$ cat config.mk
export PLATFORM = sky130hd
export DESIGN_NAME = program_loader_flat
export DESIGN_NICKNAME = d
export VERILOG_FILES = /design/src/rtl/program_loader_if.sv /design/src/rtl/program_loader.sv /design/src/flat_wrapper.sv
export SDC_FILE = /design/constraint.sdc
export NUM_CORES = 1
export LEC_CHECK = 0
export BUFFER_PORTS_ARGS = -buffer_cell sky130_fd_sc_hd__buf_4
export CAP_MARGIN = 25
export CORE_MARGIN = 5
export CORE_UTILIZATION = 49
export DETAILED_ROUTE_END_ITERATION = 8
export PLACE_DENSITY = 0.67
export SLEW_MARGIN = 25
export SYNTH_ARGS = -nofsm -noshare
export SYNTH_HDL_FRONTEND = slang
export SYNTH_SLANG_ARGS = --single-unit
$ cat constraint.sdc
create_clock -name clk -period 4.9 [get_ports clk]
set_input_delay 1.47 -clock clk [delete_from_list [all_inputs] [get_ports clk]]
set_output_delay 1.47 -clock clk [all_outputs]
set_load 0.01 [all_outputs]
$ cat src/rtl/program_loader_if.sv
// Host byte link plus memory-write and status outputs of the program loader.
interface program_loader_if;
  logic [7:0]  rx_data;
  logic        rx_valid;
  logic        rx_ready;
  logic [15:0] mem_adr;
  logic [15:0] mem_dout;
  logic        mem_we;
  logic        cpu_hold;
  logic        busy;
  logic        done;
  logic        error;
  logic [7:0]  status;

  // Loader side: consumes bytes, drives memory and status.
  modport master (
    input  rx_data, rx_valid,
    output rx_ready, mem_adr, mem_dout, mem_we, cpu_hold, busy, done, error, status
  );

  // Host / observer side.
  modport slave (
    output rx_data, rx_valid,
    input  rx_ready, mem_adr, mem_dout, mem_we, cpu_hold, busy, done, error, status
  );
endinterface

$ cat src/rtl/program_loader.sv
// Program loader: receives a framed byte stream, writes big-endian 16-bit
// words to consecutive addresses from BASE_ADR, verifies an 8-bit checksum
// and holds the CPU in reset until a frame loads correctly.
module program_loader #(
  parameter logic [15:0] BASE_ADR  = 16'h0000,
  parameter logic [7:0]  SYNC_BYTE = 8'hA5,
  parameter int unsigned MAX_WORDS = 256
) (
  input  logic              clk,
  input  logic              reset,
  program_loader_if.master  bus
);

  typedef enum logic [3:0] {
    S_IDLE, S_CNT_HI, S_CNT_LO, S_DATA_HI, S_DATA_LO, S_WRITE, S_CHECK, S_DONE, S_ERROR
  } state_t;

  localparam logic [16:0] MAX_W = 17'(MAX_WORDS);

  state_t      state_q, state_d;
  logic [15:0] cnt_q, cnt_d;
  logic [15:0] idx_q, idx_d;
  logic [7:0]  sum_q, sum_d;
  logic [7:0]  whi_q, whi_d;
  logic [15:0] adr_q, adr_d;
  logic [15:0] dout_q, dout_d;
  logic        rdy;
  logic        accept;
  logic [15:0] cnt_new;

  assign rdy     = (state_q != S_WRITE);
  assign accept  = bus.rx_valid && rdy;
  assign cnt_new = {cnt_q[15:8], bus.rx_data};

  // State and datapath registers; reset returns to IDLE with cleared counters.
  always_ff @(posedge clk or negedge reset) begin
    if (!reset) begin
      state_q <= S_IDLE;
      cnt_q   <= '0;
      idx_q   <= '0;
      sum_q   <= '0;
      whi_q   <= '0;
      adr_q   <= BASE_ADR;
      dout_q  <= '0;
    end else begin
      state_q <= state_d;
      cnt_q   <= cnt_d;
      idx_q   <= idx_d;
      sum_q   <= sum_d;
      whi_q   <= whi_d;
      adr_q   <= adr_d;
      dout_q  <= dout_d;
    end
  end

  // Next-state and datapath updates driven by accepted bytes.
  // Address/data are captured with the LO byte so they are valid during
  // the WRITE cycle and then simply hold.
  always_comb begin
    state_d = state_q;
    cnt_d   = cnt_q;
    idx_d   = idx_q;
    sum_d   = sum_q;
    whi_d   = whi_q;
    adr_d   = adr_q;
    dout_d  = dout_q;
    unique case (state_q)
      S_IDLE, S_DONE, S_ERROR: begin
        if (accept && bus.rx_data == SYNC_BYTE) begin
          state_d = S_CNT_HI;
          sum_d   = '0;
        end
      end
      S_CNT_HI: begin
        if (accept) begin
          cnt_d[15:8] = bus.rx_data;
          sum_d       = sum_q + bus.rx_data;
          state_d     = S_CNT_LO;
        end
      end
      S_CNT_LO: begin
        if (accept) begin
          cnt_d  = cnt_new;
          sum_d  = sum_q + bus.rx_data;
          idx_d  = '0;
          if (cnt_new == '0 || {1'b0, cnt_new} > MAX_W) state_d = S_ERROR;
          else                                          state_d = S_DATA_HI;
        end
      end
      S_DATA_HI: begin
        if (accept) begin
          whi_d   = bus.rx_data;
          sum_d   = sum_q + bus.rx_data;
          state_d = S_DATA_LO;
        end
      end
      S_DATA_LO: begin
        if (accept) begin
          sum_d   = sum_q + bus.rx_data;
          adr_d   = BASE_ADR + idx_q;
          dout_d  = {whi_q, bus.rx_data};
          state_d = S_WRITE;
        end
      end
      S_WRITE: begin
        idx_d = idx_q + 16'd1;
        if (idx_q + 16'd1 == cnt_q) state_d = S_CHECK;
        else                        state_d = S_DATA_HI;
      end
      S_CHECK: begin
        if (accept) state_d = (bus.rx_data == sum_q) ? S_DONE : S_ERROR;
      end
      default: state_d = S_IDLE;
    endcase
  end

  // Status outputs decoded from the current state.
  always_comb begin
    bus.rx_ready = rdy;
    bus.mem_we   = (state_q == S_WRITE);
    bus.mem_adr  = adr_q;
    bus.mem_dout = dout_q;
    bus.done     = (state_q == S_DONE);
    bus.error    = (state_q == S_ERROR);
    bus.cpu_hold = (state_q != S_DONE);
    bus.busy     = 1'b0;
    bus.status   = 8'h01;
    unique case (state_q)
      S_IDLE:    bus.status = 8'h01;
      S_CNT_HI:  begin bus.status = 8'h02; bus.busy = 1'b1; end
      S_CNT_LO:  begin bus.status = 8'h03; bus.busy = 1'b1; end
      S_DATA_HI: begin bus.status = 8'h04; bus.busy = 1'b1; end
      S_DATA_LO: begin bus.status = 8'h05; bus.busy = 1'b1; end
      S_WRITE:   begin bus.status = 8'h08; bus.busy = 1'b1; end
      S_CHECK:   begin bus.status = 8'h10; bus.busy = 1'b1; end
      S_DONE:    bus.status = 8'h80;
      S_ERROR:   bus.status = 8'hF0;
      default:   bus.status = 8'h01;
    endcase
  end

endmodule
$ cat src/flat_wrapper.sv
// flat-port wrapper written by rule: the top's interface ports become plain ports
module program_loader_flat 
#(
  parameter logic [15:0] BASE_ADR  = 16'h0000,
  parameter logic [7:0]  SYNC_BYTE = 8'hA5,
  parameter int unsigned MAX_WORDS = 256
)
  (clk, reset, bus_rx_data, bus_rx_valid, bus_rx_ready, bus_mem_adr, bus_mem_dout, bus_mem_we, bus_cpu_hold, bus_busy, bus_done, bus_error, bus_status);
  program_loader_if bus_i ();
  input  logic clk;
  input  logic reset;
  input wire logic [$bits(bus_i.rx_data)-1:0] bus_rx_data;
  input wire logic [$bits(bus_i.rx_valid)-1:0] bus_rx_valid;
  output wire logic [$bits(bus_i.rx_ready)-1:0] bus_rx_ready;
  output wire logic [$bits(bus_i.mem_adr)-1:0] bus_mem_adr;
  output wire logic [$bits(bus_i.mem_dout)-1:0] bus_mem_dout;
  output wire logic [$bits(bus_i.mem_we)-1:0] bus_mem_we;
  output wire logic [$bits(bus_i.cpu_hold)-1:0] bus_cpu_hold;
  output wire logic [$bits(bus_i.busy)-1:0] bus_busy;
  output wire logic [$bits(bus_i.done)-1:0] bus_done;
  output wire logic [$bits(bus_i.error)-1:0] bus_error;
  output wire logic [$bits(bus_i.status)-1:0] bus_status;
  assign bus_i.rx_data = bus_rx_data;
  assign bus_i.rx_valid = bus_rx_valid;
  assign bus_rx_ready = bus_i.rx_ready;
  assign bus_mem_adr = bus_i.mem_adr;
  assign bus_mem_dout = bus_i.mem_dout;
  assign bus_mem_we = bus_i.mem_we;
  assign bus_cpu_hold = bus_i.cpu_hold;
  assign bus_busy = bus_i.busy;
  assign bus_done = bus_i.done;
  assign bus_error = bus_i.error;
  assign bus_status = bus_i.status;
  program_loader #(.BASE_ADR(BASE_ADR), .SYNC_BYTE(SYNC_BYTE), .MAX_WORDS(MAX_WORDS)) u_core (.clk(clk), .reset(reset), .bus(bus_i));
endmodule
# Yosys cells after proc, flatten, opt, wreduce, memory -nomap -nowiden
# Index checks and enable logic that the tools add are counted.
[op_classes]
n_lt_le_gt_ge = 1
n_reduce_logical = 17
bitwise = 1
add_sub_neg = 2
muxes = 19
n_eq_ne = 20
[ops]
columns = ["operator", "n"]
rows = [
  ["$pmux W8 S8", 1],
  ["$mux W4", 8],
  ["$pmux W16 S2", 1],
  ["$pmux W8 S2", 2],
  ["$pmux W4 S7", 1],
  ["$mux W8", 3],
  ["$add A16 B1 Y16 const B", 1],
  ["$eq A16 B16 Y1", 1],
  ["$eq A4 B3 Y1 const B", 4],
  ["$gt A16 B9 Y1 const B", 1],
  ["$logic_not A16 Y1", 1],
  ["$mux W16", 1],
  ["$ne A2 B1 Y1 const B", 7],
  ["$add A8 B8 Y8", 1],
  ["$eq A4 B2 Y1 const B", 2],
  ["$eq A8 B8 Y1", 1],
  ["$eq A8 B8 Y1 const B", 1],
  ["$ne A4 B3 Y1 const B", 2],
  ["$reduce_and A2 Y1", 4],
  ["$reduce_and A3 Y1", 2],
  ["$reduce_and A6 Y1", 1],
  ["$reduce_or A6 Y1", 1],
  ["$eq A4 B1 Y1 const B", 1],
  ["$eq A4 B4 Y1 const B", 1],
  ["9 further kinds", 11],
]
[totals]
elab_cells = 68
inputBits = 11
ff_bits = 84

# Longest topological paths before layout
[depth]
word_depth = 5
mapped_depth = 10

# Worst setup path after synthesis
# OpenSTA, ideal clock, no wires.
[synth_timing]
path_kind = "input -> register"
from = "input bus_rx_data[1]"
to = "register u_core.sum_q[2]"
setup_time_ns = 0.103
required_ns = 4.797
arrival_ns = 2.849
stages = 7
n_path_buf = 1
slack_ns = 1.947
path_cell_list = "or4_4 o21ai_1 a22oi_1 nor2b_1 buf_4 o21ai_4 o41ai_2"
[synth_between]
elab_chain_len = 4
elab_cells_between_ends = 7
[synth_rtl]
columns = ["item", "line", "text"]
rows = [
  ["start, declared", "flat_wrapper.sv:12", "input wire logic [$bits(bus_i.rx_data)-1:0] bus_rx_data;"],
  ["parallel branches: the longest is 4 deep, another holds $add A8 B8 Y8", "-", ""],
  ["end signal, assigned", "program_loader.sv:49", "sum_q <= sum_d;"],
  ["end, declared", "program_loader.sv:23", "logic [7:0] sum_q, sum_d;"],
]
# Parallel ways; which one is timed is not known. The select of a mux whose other input is x is not followed.
# A chain may end at the register's enable or synchronous reset.

# Worst setup path in the final report
[layout_timing]
from = "register u_core.state_q[2]"
to = "output bus_mem_we"
[layout_between]
elab_chain_len = 1
[layout_rtl]
columns = ["item", "line", "text"]
rows = [
  ["start, declared", "program_loader.sv:20", "state_t state_q, state_d;"],
  ["start signal, assigned", "program_loader.sv:46", "state_q <= state_d;"],
  ["$eq A4 B3 Y1", "program_loader.sv:120", "bus.mem_we = (state_q == S_WRITE);"],
  ["end, declared", "flat_wrapper.sv:17", "output wire logic [$bits(bus_i.mem_we)-1:0] bus_mem_we;"],
]
# Every way passes these cells.

==> results_dict.tcl <==
set metrics [dict create \
    async_flop_share_pct 100 \
    slowest_stage "dfrtp_1" \
    crit_path_end_kind "output port" \
    hold_viol 0 \
    fp.dieH_um 106 \
    leakage_nw 2.36 \
    critPathKind "register to output port" \
    syn_inst 434 \
    fp-row-count 35 \
    yosysTopAreaCell "dfrtp_1" \
    highest_layer "met4" \
    finalSetupViolations 0 \
    grt_antenna_before_repair 0 \
    final_util_pct 56.5 \
    overflow 0 \
    ctsHoldBuffers 0 \
    synth_flop_cell "dfrtp_1" \
    max_freq_mhz 275 \
    required_ns 3.43 \
    netlist_area_um2 4550 \
    ys_ff_latch 84 \
    worst_slew_pin_slew_ns 0.826 \
    diodes 0 \
    cp_data_arrival_time_ns 2.16 \
    hp-class "register to register" \
    path_max_fanout 16 \
    synth_cell_types 57 \
    start_util_pct 49.7 \
    fin_crit_sh_pct 74.1 \
    yosys.area.top_type_share_pct 46.2 \
    numCtsBuffers 9 \
    ir_drop_mv 0.290 \
    finClkSkew_ns 0.0157 \
    nets 495 \
    fin_area_um2 5170 \
    drc 0 \
    ys_warn_count 0 \
    core_um2 9150 \
    cp_cell_sequence "nor2b_1 -> nand2_1 -> inv_1 -> buf_4" \
    cts.path.max_buffers 2 \
    ant_nets 0 \
    synth_nets 454 \
    cp_slowest_stage_delay_ns 0.66 \
    portBuffers 56 \
    layout_common_cells "dfrtp_1, buf_4, mux2_2" \
    hpwl_um 7160 \
    cts_root_buffer "clkbuf_8" \
    fp.dieArea_um2 11300 \
    post_cts_buffers 0 \
    dr.pass1.iters 5 \
    wl_met3_um 500 \
    min_period_ns 3.63 \
    syn_area_per_cell_um2 10.5 \
    cts_tree "built" \
    pin_count 57 \
    outcome "finished, final reports clean" \
    synthTopCellsByArea "dfrtp_1, mux2_2, o21ai_0" \
    die_w_um 106 \
    synth_edf_count 0 \
    post_cts_resized 0 \
    path_buf_inv 2 \
    cts_max_level 3 \
    grt_max_degree 85 \
    fin_tns_setup_ns 0 \
    grt_first_pass_wirelength_um 17100 \
    drive_gt1_share_pct 29.2 \
    layout_commonest_cell "dfrtp_1" \
    postRouteWirelength_um 10200 \
    multi_input_area_um2 2240 \
    via_per_inst 5.82 \
    p_total_w 0.00314 \
    slew_headroom_pct 44.8 \
    wl_per_cell_um 17.3 \
    slew_violations 0 \
    cp-start-kind "register" \
    grt_pass1_vias 3298 \
    gp_congestion 0.846 \
    placed_cells 575 \
    track_usage_pct 18.9 \
    instances_no_fill 591 \
    insertion_delay_ns 0.37 \
    via_count 3438 \
    wl_met1_um 4660 \
    dr_wl_met2_um 4930 \
    cts.sinks 84 \
    area_growth_pct 13.7 \
    maxCapViolCount 0 \
    placed_area_um2 4970 \
    initialDrtViolationCount 204 \
    rsz0062_at_grt "false" \
    clk_pin_slew_ns 0.11 \
    fillers 804 \
    regArea_um2 2100 \
    critPathTopFamily "flip-flops" \
    seq_area_frac_synth_pct 46.2 \
    cellPowerDensity_nw_per_um2 608 \
]
## state kept, by name, summed over array words and instances (netlist names)
signal	cells
u_core.bus.mem_dout	16
u_core.sum_q	8
u_core.state_q	4
u_core.bus.mem_adr	16
u_core.cnt_q	16
u_core.whi_q	8
u_core.idx_q	16
## logic make-up after synthesis
| logic type | share of synthesized area (%) |
|---|---|
| AOI/OAI and AO/OA | 11.3 |
| xor gates and xnor gates | 5.97 |
| adders and majority gates | 2.64 |
| buffers and inverters | 4.46 |
| DFF | 46.2 |
| muxes | 13.1 |
| and+or+nand+nor | 16.4 |
## power by group
part	switching [W]	leakage (nW)	internal, W
logic	0.000634	1.17	0.000671
clock network	0.000299	0.103	0.000203
registers	0.000365	1.09	0.000972
## routing by layer
layer  track usage (%)  up-vias
met3              4.31       13
met2              30.3       92
met4              4.81        0
li1                  -     1629
met5                 0        -
met1              25.9     1704
## synth_stat cells, types with 4 or more instances
master    instances
ha_1              8
xor2_1           13
o21ai_1           4
nand2b_1          4
xnor2_1          18
nor2_1           25
buf_2             6
nand2_1          36
dfrtp_1          84
nor4_1            8
o21ai_0          34
nor2b_1           8
o41ai_1           4
nand3_1          17
mux2_2           51
clkbuf_1         14
buf_4             5
nand4_1           5
nor3_1            8
a21oi_1          14
inv_1            13
a31oi_1           4
## area by class of cell
cell class,count,area share (%)
multi-input cells,309,43.4
clock buffers,9,2.39
well taps,111,2.69
repair buffers,58,8.49
flip-flops and latches,84,40.6
inverters,13,0.943
clock inverters,7,1.48
## final timing paths
check,slack (ns),end,depth (start not counted),from
min in group asynchronous,1.14,u_core.bus.mem_adr[10],1,reset
max reg2reg,2.46,u_core.idx_q[10],5,u_core.state_q[2]
max in group asynchronous,3.23,u_core.cnt_q[5],1,reset
min reg2reg,0.50,u_core.bus.mem_adr[12],2,u_core.bus.mem_adr[12]
min,0.50,u_core.bus.mem_adr[12],2,u_core.bus.mem_adr[12]
max,1.27,bus_mem_we,4,u_core.state_q[2]
## per-stage QoR
stage	setup WS (ns)	hold slack (ns)
global route	1.12	0.525
CTS	1.26	0.502
global placement	1.42	0.470
finish	1.27	0.497
floorplan	1.95	0.453
detailed placement	1.39	0.477
## worst register-to-register path: cells and delay by family, from the launching register on
family	cells	cell delay [ns]
AO/OA/AOI/OAI	2	0.35
flip-flops	1	0.57
AND/OR/NAND/NOR	3	1.40
Power figures use the tool's default switching activity.
